`src/rtl/popcount_pattern_gen.sv`:
```
// popcount_pattern_gen: enumerates, in ascending order, every W-bit word that
// holds exactly k ones. One word per valid/ready handshake, done pulse after
// the final word is accepted.
// Optional build macro PATTERN_SELFCHECK_EN adds the chk_err output and the
// popcount/ordering monitor behind it.
module popcount_pattern_gen #(
  parameter int W  = 4,
  parameter int CW = $clog2(W+1),
  parameter int IW = $clog2(2**W)
) (
  input  logic          clk,
  input  logic          rst_n,
  input  logic          start,
  input  logic [CW-1:0] k_in,
  output logic          busy,
  output logic          err,
  output logic          out_valid,
  input  logic          out_ready,
  output logic [W-1:0]  out_data,
  output logic          out_last,
  output logic [IW-1:0] out_index,
  output logic          done
`ifdef PATTERN_SELFCHECK_EN
  ,
  output logic          chk_err
`endif
);

  typedef enum logic [1:0] {S_IDLE, S_RUN, S_DONE} state_t;

  state_t        state;
  logic [CW-1:0] k_reg;

  // Gosper step operands, one bit wider than the word so the carry out of
  // the top bit is not lost before the final truncation.
  logic [W:0]    x_ext;
  logic [W:0]    c_ext;
  logic [W:0]    r_ext;
  logic [CW-1:0] tz;
  logic [W-1:0]  next_pat;
  logic [W-1:0]  first_pat;
  logic [W-1:0]  kmask;
  logic [W-1:0]  last_pat;
  logic          accept;

  // Trailing-zero count of the current word (priority scan, no divider).
  always_comb begin
    tz = '0;
    for (int i = W-1; i >= 0; i--) begin
      if (out_data[i]) tz = CW'(i);
    end
  end

  assign x_ext    = {1'b0, out_data};
  assign c_ext    = x_ext & (~x_ext + (W+1)'(1));
  assign r_ext    = x_ext + c_ext;
  assign next_pat = W'(r_ext | (((r_ext ^ x_ext) >> 2) >> tz));

  // Smallest word for the requested k, and the largest word for latched k.
  assign first_pat = W'(((W+1)'(1) << k_in) - (W+1)'(1));
  assign kmask     = W'(((W+1)'(1) << k_reg) - (W+1)'(1));
  assign last_pat  = kmask << (W - int'(k_reg));

  assign busy      = (state != S_IDLE);
  assign out_valid = (state == S_RUN);
  // Gated by out_valid so the stale word left in DONE/IDLE never flags last.
  assign out_last  = out_valid && (out_data == last_pat);
  assign accept    = out_valid && out_ready;

  // Control FSM and output word/index registers.
  always_ff @(posedge clk or negedge rst_n) begin
    if (!rst_n) begin
      state     <= S_IDLE;
      k_reg     <= '0;
      out_data  <= '0;
      out_index <= '0;
      err       <= 1'b0;
      done      <= 1'b0;
    end else begin
      err  <= 1'b0;
      done <= 1'b0;
      case (state)
        S_IDLE: begin
          if (start) begin
            if (int'(k_in) > W) begin
              err <= 1'b1;
            end else begin
              k_reg     <= k_in;
              out_data  <= first_pat;
              out_index <= '0;
              state     <= S_RUN;
            end
          end
        end
        S_RUN: begin
          if (accept) begin
            if (out_last) begin
              state <= S_DONE;
              done  <= 1'b1;
            end else begin
              out_data  <= next_pat;
              out_index <= out_index + IW'(1);
            end
          end
        end
        default: state <= S_IDLE;
      endcase
    end
  end

`ifdef PATTERN_SELFCHECK_EN
  logic [CW-1:0] pc;

  // Ones count of the word currently presented.
  always_comb begin
    pc = '0;
    for (int i = 0; i < W; i++) begin
      pc = pc + CW'(out_data[i]);
    end
  end

  // Sticky monitor: wrong popcount or a non-increasing successor.
  always_ff @(posedge clk or negedge rst_n) begin
    if (!rst_n) begin
      chk_err <= 1'b0;
    end else if (state == S_IDLE && start && int'(k_in) <= W) begin
      chk_err <= 1'b0;
    end else if (out_valid) begin
      if (pc != k_reg) chk_err <= 1'b1;
      if (accept && !out_last && next_pat <= out_data) chk_err <= 1'b1;
    end
  end
`endif

endmodule
```
`config.mk`:
```
export PLATFORM = sky130hd
export DESIGN_NAME = popcount_pattern_gen
export DESIGN_NICKNAME = d
export VERILOG_FILES = /design/src/rtl/popcount_pattern_gen.sv
export SDC_FILE = /design/constraint.sdc
export NUM_CORES = 1
export LEC_CHECK = 0
export ABC_AREA = 1
export CAP_MARGIN = 20
export CORE_MARGIN = 4
export CORE_UTILIZATION = 49
export CTS_CLUSTER_DIAMETER = 30
export CTS_CLUSTER_SIZE = 20
export DETAILED_ROUTE_END_ITERATION = 7
export GPL_TIMING_DRIVEN = 0
export PLACE_DENSITY = 0.75
export REMOVE_ABC_BUFFERS = 1
export SETUP_SLACK_MARGIN = 0.15
export SLEW_MARGIN = 20
export SYNTH_ARGS = -nofsm -noshare
export SYNTH_HDL_FRONTEND = slang
export SYNTH_SLANG_ARGS = --single-unit
```
`constraint.sdc`:
```
create_clock -name clk -period 2.85 [get_ports clk]
set_input_delay 0.4275 -clock clk [delete_from_list [all_inputs] [get_ports clk]]
set_output_delay 0.4275 -clock clk [all_outputs]
set_load 0.01 [all_outputs]
```
==> impl_metrics.py <==
metrics = {
    "run_status": {
        "status": "finished clean",
    },
    "synth": {
        "syn_inst": 163,
        "syn-mean-instance-area_um2": 6.931,
        "synth_top_family_by_area": "simple AND/OR/NAND/NOR gates",
        "synth.yosys.warnings": 0,
        "synth-xor-area-share_pct": 2.326,
        "synth_cell_type_count": 25,
        "yosys.area_share.simple_pct": 35.88,
        "synth_seq_cells": 15,
        "syn-cell-area_mm2": 0.001130,
        "synthMuxAreaShare_pct": 0,
        "synth_fa_ha_area_share_pct": 8.859,
        "yosysSeqAreaShare_pct": 33.22,
        "synth-compound-area-share_pct": 10.41,
    },
    "global_route": {
        "track_usage_pct": 19.91,
        "overflow": 0,
        "first_global_vias": 1198,
        "grt_max_degree": 16,
        "grt_pass1_wl_um": 5202,
        "grt_antenna_before_repair": 0,
    },
    "power_and_ir_drop": {
        "finalPower_w": 0.002039,
        "irDropWorstVdd_v": 0.0008118,
        "power_density_mw_per_mm2": 1326,
        "p_leak_nw": 0.7628,
    },
    "critical_path": {
        "critPathArrivalTime_ns": 2.18,
        "critPathCaptureType": "output pin",
        "r2r-start": "k_reg[1]$_DFFE_PN0P_",
        "required_ns": 2.42,
        "crit_start": "k_reg[1]$_DFFE_PN0P_",
        "worst-r2r-cell-count": 17,
        "crit_fanout": 2,
        "startpoint_type": "register",
        "worstSetupPathType": "register to output pin",
    },
    "detailed_routing": {
        "wl_per_cell_um": 12.97,
        "drc_errors": 0,
        "drtIter0Drc": 29,
        "dr.pass1.iters": 4,
        "top_layer_used": "met4",
        "vias_per_cell": 5.350,
        "postRouteAntennaNets": 0,
        "dr_wl_met3_um": 65,
        "drt-total-wl_um": 2893,
        "num_vias": 1193,
        "wl_met2_um": 1565,
        "wl_met1_um": 1205,
    },
    "clocking": {
        "cts.path.max_buffers": 2,
        "htree_num_levels": 1,
        "clkLatencyLatePin_ns": 0.28,
        "cts_root_buffer": "clkbuf_4",
        "clkTransAtPathRegs_ns": 0.09,
        "cts_buffers": 3,
        "cts_tree": "built",
        "cts.sinks": 15,
        "postCtsHoldBufs": 0,
    },
    "place": {
        "place_inst": 209,
        "gp_congestion": 0.8144,
        "dp_hpwl_um": 1967,
        "port_buffers": 19,
    },
    "floorplan": {
        "fp.coreArea_mm2": 0.002212,
        "start_util_pct": 51.07,
        "die_area_mm2": 0.003138,
        "row_count": 17,
        "die-height_um": 56.02,
        "num_io_pins": 20,
        "die_w_um": 56.02,
    },
    "sta": {
        "slew_viol_final": 0,
        "rsz0062_at_grt": "true",
        "worst_pin_slew_ns": 0.6824,
        "max_freq_mhz": 382.9,
        "fin_skew_ns": 0.001632,
        "hold_viol": 0,
        "setup_violations": 0,
        "period_needed_ns": 2.611,
        "max_slew_margin_pct": 54.36,
        "period_share_pct": 91.63,
    },
    "finish": {
        "multi_input_area_um2": 728.2,
        "fillCellCount": 182,
        "seq_area_um2": 377.9,
        "drive_gt1_share_pct": 21.54,
        "area_delta_synth_final_pct": 36.10,
        "num_antenna_cells": 0,
        "final-instance-count-excl-fill": 223,
        "finish.net_count": 211,
    },
    "worst_hold_path": {
        "holdCritStartpoint": "out_index[3]$_DFFE_PN0P_",
        "hold_class": "register to register",
        "hold_depth": 2,
    },
    "flow_run": {
        "cap_violations": 0,
    },
}
layout by cell type (no fill, tap or decap), types with 2 or more instances in the layout:
cell | netlist | layout
nand2_1 | 42 | 40
nand3_1 | 26 | 23
clkdlybuf4s50_1 | 0 | 18
inv_1 | 23 | 17
nor2_1 | 16 | 14
dfrtp_1 | 15 | 13
o21ai_0 | 8 | 8
buf_4 | 0 | 8
inv_2 | 1 | 4
ha_1 | 8 | 4
inv_4 | 0 | 3
nand2_2 | 2 | 3
nand3_2 | 0 | 3
nor3_1 | 3 | 3
ha_4 | 0 | 3
clkbuf_4 | 0 | 3
nor2_4 | 1 | 2
nand4_1 | 2 | 2
nor2_2 | 1 | 2
a21oi_1 | 3 | 2
xnor2_1 | 2 | 2
dfrtp_2 | 0 | 2
buf_6 | 1 | 2
critical path: stages, from the launching register on:
cell	delay [ns]
dfrtp_2	0.42
inv_2	0.09
ha_4	0.14
ha_4	0.14
inv_4	0.04
ha_4	0.22
inv_2	0.06
nand3_2	0.08
nand2_1	0.09
nand2_1	0.05
nand2_1	0.05
nand3_1	0.09
nor2_2	0.16
nand2_4	0.08
nor2_2	0.07
buf_2	0.13
power by group:
part | switching, W | internal, W | total [W]
Clock | 0.0000695 | 0.0000520 | 0.000122
Combinational | 0.000834 | 0.000666 | 0.00150
Sequential | 0.000118 | 0.000300 | 0.000418
Total | 0.00102 | 0.00102 | 0.00204
worst paths after layout:
path	end	slack, ns
setup / recovery	out_last	0.24
hold / removal	out_index[3]$_DFFE_PN0P_	0.53
setup reg to reg	state[0]$_DFFE_PN0P_	0.45
hold reg to reg	out_index[3]$_DFFE_PN0P_	0.53
max in group asynchronous	k_reg[1]$_DFFE_PN0P_	1.82
min in group asynchronous	out_data[3]$_DFFE_PN0P_	0.55
what timing repair did:
item / 4_1_cts / 5_1_grt
buffers inserted: 7 / 3
endpoints found under the hold margin: 0 / 0
pin swaps: 7 / 13
setup endpoints to repair: 10 / 1
resized for setup: 22 / 12
cells by family after synthesis:
logic type,count (synthesis)
adders and majority gates,8
DFF,15
AOI/OAI and AO/OA,18
buffers and inverters,26
xor gates and xnor gates,3
and+or+nand+nor,93
per-stage QoR:
step           setup TNS, ns  cell area, µm²  utilization (%)  setup WS, ns  hold WS [ns]
3_5_place_dp         -0.5036            1344            60.75       -0.5036        0.5121
2_1_floorplan              0            1119                -        0.2302        0.1319
4_1_cts                    0            1468            66.35        0.1526        0.5354
5_1_grt                    0            1538            69.51       0.05020        0.5810
6_report                   0            1538            69.51        0.2386        0.5310
3_3_place_gp         -0.4488            1344            60.75       -0.4488        0.5064
area by class of cell:
class,instances,share of cell area [%]
Multi-Input combinational cell,122,47.36
Sequential cell,15,24.57
Timing Repair Buffer,29,17.41
Inverter,25,6.591
Tap cell,28,2.278
Clock buffer,3,1.465
Clock inverter,1,0.3255
cells in the mapped netlist:
cell type / number / area, µm²
a21oi_1: 3 / 15.01
a22oi_1: 1 / 7.510
buf_6: 1 / 11.26
clkinv_1: 1 / 3.750
dfrtp_1: 15 / 375.4
ha_1: 8 / 100.1
inv_1: 23 / 86.33
inv_2: 1 / 3.750
nand2_1: 42 / 157.7
nand2_2: 2 / 12.51
nand3_1: 26 / 130.1
nand4_1: 2 / 12.51
nor2_1: 16 / 60.06
nor2_2: 1 / 6.260
nor2_4: 1 / 11.26
nor3_1: 3 / 15.01
o211ai_1: 1 / 7.510
o21ai_0: 8 / 40.04
o21ai_1: 1 / 5.000
o21ai_2: 1 / 8.760
o21ai_4: 1 / 16.27
o221ai_1: 1 / 8.760
o311ai_0: 1 / 8.760
xnor2_1: 2 / 17.52
xor2_1: 1 / 8.760
routing by layer:
metal,global-route usage (%),vias up
li1,-,598
met1,23.61,566
met2,36.73,21
met3,1.856,8
met4,7.119,0
met5,0,-
Power figures use the tool's default switching activity.
